--- src/rtl/corep_pkg.sv ---
// Shared core types and constants used by the front-end predictors and fetch checkpoints.
package corep;
    localparam int RAS_ENTRIES     = 16;
    localparam int LOG_RAS_ENTRIES = 4;

    typedef logic [37:0]                PC38_t;
    typedef logic [LOG_RAS_ENTRIES-1:0] RAS_idx_t;
    typedef logic [LOG_RAS_ENTRIES:0]   RAS_count_t;

    localparam PC38_t INIT_PC38 = 38'h0;
endpackage

--- src/rtl/ras.sv ---
// Return address stack: circular flop array with top pointer and saturating occupancy count.
// Checkpointed pointer state can be restored via the update port after a mispredict.
module ras #(
    parameter int          RAS_ENTRIES = corep::RAS_ENTRIES,
    parameter corep::PC38_t INIT_PC38  = corep::INIT_PC38
) (
    input  logic              CLK,
    input  logic              RST,
    input  logic              push_valid,
    input  corep::PC38_t      push_pc38,
    input  logic              pop_valid,
    input  logic              update_valid,
    input  corep::RAS_idx_t   update_ras_index,
    input  corep::RAS_count_t update_ras_count,
    output corep::PC38_t      ret_pc38,
    output corep::RAS_idx_t   ras_index,
    output corep::RAS_count_t ras_count,
    output logic              ras_empty
);

    localparam corep::RAS_count_t FULL = corep::RAS_count_t'(RAS_ENTRIES);

    corep::PC38_t      stack [RAS_ENTRIES];
    corep::RAS_idx_t   ptr;
    corep::RAS_idx_t   ptr_inc;
    corep::RAS_idx_t   ptr_dec;
    corep::RAS_count_t count;
    corep::RAS_count_t update_count_clamped;

    always_comb begin
        ptr_inc              = ptr + 1'b1;
        ptr_dec              = ptr - 1'b1;
        update_count_clamped = (update_ras_count > FULL) ? FULL : update_ras_count;
    end

    // Index arithmetic wraps naturally because the stack depth is a power of two.
    always_ff @(posedge CLK or posedge RST) begin
        if (RST) begin
            for (int i = 0; i < RAS_ENTRIES; i++) begin
                stack[i] <= INIT_PC38;
            end
            ptr   <= '0;
            count <= '0;
        end else if (update_valid) begin
            ptr   <= update_ras_index;
            count <= update_count_clamped;
        end else if (push_valid && pop_valid) begin
            stack[ptr] <= push_pc38;
            if (count == '0) begin
                count <= corep::RAS_count_t'(1);
            end
        end else if (push_valid) begin
            ptr            <= ptr_inc;
            stack[ptr_inc] <= push_pc38;
            if (count != FULL) begin
                count <= count + 1'b1;
            end
        end else if (pop_valid) begin
            ptr <= ptr_dec;
            if (count != '0) begin
                count <= count - 1'b1;
            end
        end
    end

    assign ret_pc38  = stack[ptr];
    assign ras_index = ptr;
    assign ras_count = count;
    assign ras_empty = (count == '0);

endmodule

--- config.mk ---
export PLATFORM = sky130hd
export DESIGN_NAME = ras
export DESIGN_NICKNAME = d
export VERILOG_FILES = /design/src/rtl/corep_pkg.sv /design/src/rtl/ras.sv
export SDC_FILE = /design/constraint.sdc
export NUM_CORES = 2
export LEC_CHECK = 0
export CORE_MARGIN = 5
export CORE_UTILIZATION = 50
export DETAILED_ROUTE_END_ITERATION = 8
export GPL_ROUTABILITY_DRIVEN = 0
export PLACE_DENSITY = 0.78
export SYNTH_ARGS = -nofsm -noshare
export SYNTH_HDL_FRONTEND = slang
export SYNTH_SLANG_ARGS = --single-unit
export TNS_END_PERCENT = 30
--- constraint.sdc ---
create_clock -name CLK -period 28.4 [get_ports CLK]
set_input_delay 7.1 -clock CLK [delete_from_list [all_inputs] [get_ports CLK]]
set_output_delay 7.1 -clock CLK [all_outputs]
set_load 0.01 [all_outputs]
==> metrics.log <==
[metrics] Setup Crit Path Kind: reg2out
[metrics] setup total negative slack: 0 ns
[metrics] cts bufs inserted: 66
[metrics] Largest stage delay, worst path: 0.97 ns
[metrics] initial core utilization: 50.2%
[metrics] kind of start point of the critical path: register
[metrics] Area Growth Syn to Fin: 12.7%
[metrics] clock period minus worst slack: 11.83 ns
[metrics] cell area after synthesis: 0.0295 mm²
[metrics] period utilization: 41.7%
[metrics] Clock Tree Buf Depth: 3
[metrics] number of levels in the clock H-tree: 3
[metrics] worst hold endpoint: stack[499]
[metrics] class of the tightest hold or removal check: reg2reg
[metrics] post-CTS setup buffer count: 0
[metrics] aggregate routed wire length: 72.4 mm
[metrics] number of instances in the synthesized netlist: 2,046
[metrics] CTS tree: built
[metrics] fraction of synthesis flops using an asynchronous set or reset pin: 100%
[metrics] transition time of the tightest slew-check pin: 1.24 ns
[metrics] number of synthesized register bits: 617
[metrics] distinct cell type count after synthesis: 54
[metrics] CORE AREA: 0.0587 mm²
[metrics] clock-pin slew on the worst setup and hold paths: 0.06 ns
[metrics] total of cells resized after clock tree synthesis: 0
[metrics] number of antenna violations at the first check in global routing: 5
[metrics] post-placement worst setup slack: 17.03 ns
[metrics] Worst Path Max Fanout: 75
[metrics] Max-Slew Margin vs Limit: 17.6%
[metrics] internal reg-to-reg setup slack: 22.37 ns
[metrics] number of buffer and inverter stages on the critical path: 3
[metrics] root cell of the clock tree: sky130_fd_sc_hd__clkbuf_16
[metrics] average wire length per cell after detail routing: 25.0 µm
[metrics] status: completed
[metrics] max-slew violations: 0
[metrics] cell family with the largest share of critical-path delay: buffers and inverters
[metrics] number of sinks handled by clock tree synthesis: 617
[metrics] clock tree skew after final layout: 0.0247 ns
[metrics] commonest non-fill, non-tap cell in the layout: sky130_fd_sc_hd__dfrtp_1
[metrics] final layout net count: 2,128
[metrics] Data arrival, critical path: 4.73 ns
[metrics] cell area power density: 89.4 mW/mm²
[metrics] static leakage power: 15.0 nW
[metrics] min setup slack post-route: 16.57 ns
[metrics] number of core rows: 89
[metrics] total of max-cap violations: 0
[metrics] required time at the endpoint of the critical path: 21.30 ns
[metrics] cell depth of the worst hold path: 1
[metrics] total global-route track usage: 22.9%
[metrics] RSZ-0062 raised after global routing: no
[metrics] first-pass GRT wire length: 114 mm
[metrics] worst reg-to-reg path cell count: 7
[metrics] total of buffers placed on input and output ports: 99
[metrics] horizontal die dimension: 253 µm
[metrics] average cell area after synthesis: 14.4 µm²
[metrics] Initial DRT Pass Iterations: 6
[metrics] worst-path cell with the longest stage delay: sky130_fd_sc_hd__buf_4
[metrics] vias in the first global route: 19,233
[metrics] Layout Utilization: 56.6%
[metrics] most used flip-flop cell after synthesis: sky130_fd_sc_hd__dfrtp_1
[metrics] beginning of the worst hold path: stack[499]
[metrics] proportion of synthesized chip area in sequential cells: 52.4%
[metrics] fraction of final layout cells sized beyond drive strength 1: 37.2%
[metrics] Die Outline Area: 0.0639 mm²
[metrics] via count: 17,622
[metrics] upper clock frequency limit: 84.5 MHz
[metrics] number of top-level pins: 100
[metrics] number of warnings printed during yosys synthesis: 0
[metrics] Crit Reg-Reg Endpoint: stack[241]
[metrics] count of nets left with antenna violations after detail routing: 0
[metrics] count of flip-flops with a built-in enable after synthesis: 0
[metrics] sort of element at the end of the critical path: primary output
[metrics] total grt overflow: 0
[metrics] FF-to-FF Start: ras_index[1]
[metrics] detailed router's first-iteration violation count: 1,309
[metrics] number of remaining DRC errors: 0
[metrics] commonest cells after routing, fill and taps aside: sky130_fd_sc_hd__dfrtp_1, sky130_fd_sc_hd__mux2_2, sky130_fd_sc_hd__mux4_2
[metrics] clock insertion delay at the later pin of the skew report: 0.61 ns
[metrics] pin count of the biggest net entering global routing: 199
[metrics] DIE HEIGHT: 253 µm
[metrics] maximum VDD drop: 0.0550 mV
[metrics] vias per inst: 6.09
[metrics] final hold viol count: 0
[metrics] final setup violation count: 0
[metrics] detailed placer's ending HPWL: 41.5 mm
[metrics] cell-by-cell listing of the critical path: buf_4 -> buf_4 -> mux4_2 -> mux4_2 -> clkdlybuf4s50_1
[metrics] CTS Hold Buffers Added: 0
[metrics] Mapped Nets: 2,108
-- flip-flops by register name, summed over array words and instances, names as in the netlist --
name / flops
ras_count: 5
ras_index: 4
stack: 608
-- report_power, final --
group | total [W] | internal (W) | switching, W | leakage [nW]
combinational | 0.000760 | 0.000468 | 0.000292 | 6.49
sequential | 0.00133 | 0.00117 | 0.000164 | 7.38
clock | 0.000877 | 0.000520 | 0.000358 | 1.10
total | 0.00297 | 0.00216 | 0.000813 | 15.0
-- layout make-up --
cell class / instances / area (µm²)
antenna: 2 / 5.00
clock buffer: 101 / 2020
clock inverter: 18 / 209
fill: 4494 / 25500
inverter: 144 / 548
multi-input combinational: 1105 / 12800
sequential: 617 / 15500
tap: 773 / 967
timing repair buffer: 132 / 1260
-- worst max-delay path by stage --
stage                            start           end  slack (ns)  cells past startpoint
after global placement             RST     stack[11]       17.19                      5
after detailed placement           RST     stack[11]       17.03                      5
after floorplan                    RST  ras_count[0]        4.02                      1
after global routing      ras_index[1]  ret_pc38[22]       16.41                      5
after CTS                 ras_index[1]  ret_pc38[22]       16.53                      5
final                     ras_index[1]  ret_pc38[22]       16.57                      5
-- stage by stage --
step | std cells | instance area, µm² | power [W] | hold slack, ns
global route | 2891 | 33200 | 0.00312 | 0.498
floorplan | 2046 | 29500 | 0.00186 | 0.452
global placement | 2771 | 31000 | 0.00206 | 0.461
CTS | 2890 | 33200 | 0.00299 | 0.484
finish | 2892 | 33200 | 0.00297 | 0.483
detailed placement | 2771 | 31000 | 0.00211 | 0.470
-- cells by family (layout without fill, tap and decap cells) --
group / count (synthesis) / after routing / synth area share (%)
muxes: 803 / 803 / 37.4
DFF: 617 / 617 / 52.4
buffers and inverters: 324 / 395 / 4.62
and+or+nand+nor: 215 / 215 / 3.20
AOI/OAI and AO/OA: 74 / 74 / 1.87
adders and majority gates: 10 / 10 / 0.450
xor gates and xnor gates: 3 / 3 / 0.0892
other: 0 / 2 / 0
-- cells in the mapped netlist (7+ instances only) --
cell / count / area [µm²]
sky130_fd_sc_hd__nor2b_1: 7 / 43.8
sky130_fd_sc_hd__mux2_2: 435 / 4900
sky130_fd_sc_hd__a21oi_1: 11 / 55.1
sky130_fd_sc_hd__mux4_2: 190 / 4280
sky130_fd_sc_hd__mux2i_1: 141 / 1410
sky130_fd_sc_hd__nand2_1: 170 / 638
sky130_fd_sc_hd__buf_6: 7 / 78.8
sky130_fd_sc_hd__a221o_1: 11 / 110
sky130_fd_sc_hd__clkbuf_1: 83 / 312
sky130_fd_sc_hd__inv_1: 144 / 541
sky130_fd_sc_hd__dfrtp_1: 617 / 15400
sky130_fd_sc_hd__nand3_1: 7 / 35.0
sky130_fd_sc_hd__mux2_1: 35 / 394
sky130_fd_sc_hd__ha_1: 9 / 113
sky130_fd_sc_hd__buf_2: 54 / 270
sky130_fd_sc_hd__a21o_1: 10 / 75.1
sky130_fd_sc_hd__a31oi_1: 10 / 62.6
sky130_fd_sc_hd__buf_1: 31 / 116
-- layer usage --
metal / global-route usage, % / vias to the layer above / part of all wire [%]
li1: - / 7404 / -
met1: 31.2 / 9478 / 41
met2: 38.0 / 577 / 50
met3: 4.43 / 159 / 6.0
met4: 7.05 / 4 / 3.0
met5: 0 / - / 0.037
Note: power is estimated with default switching activity, not from simulation.
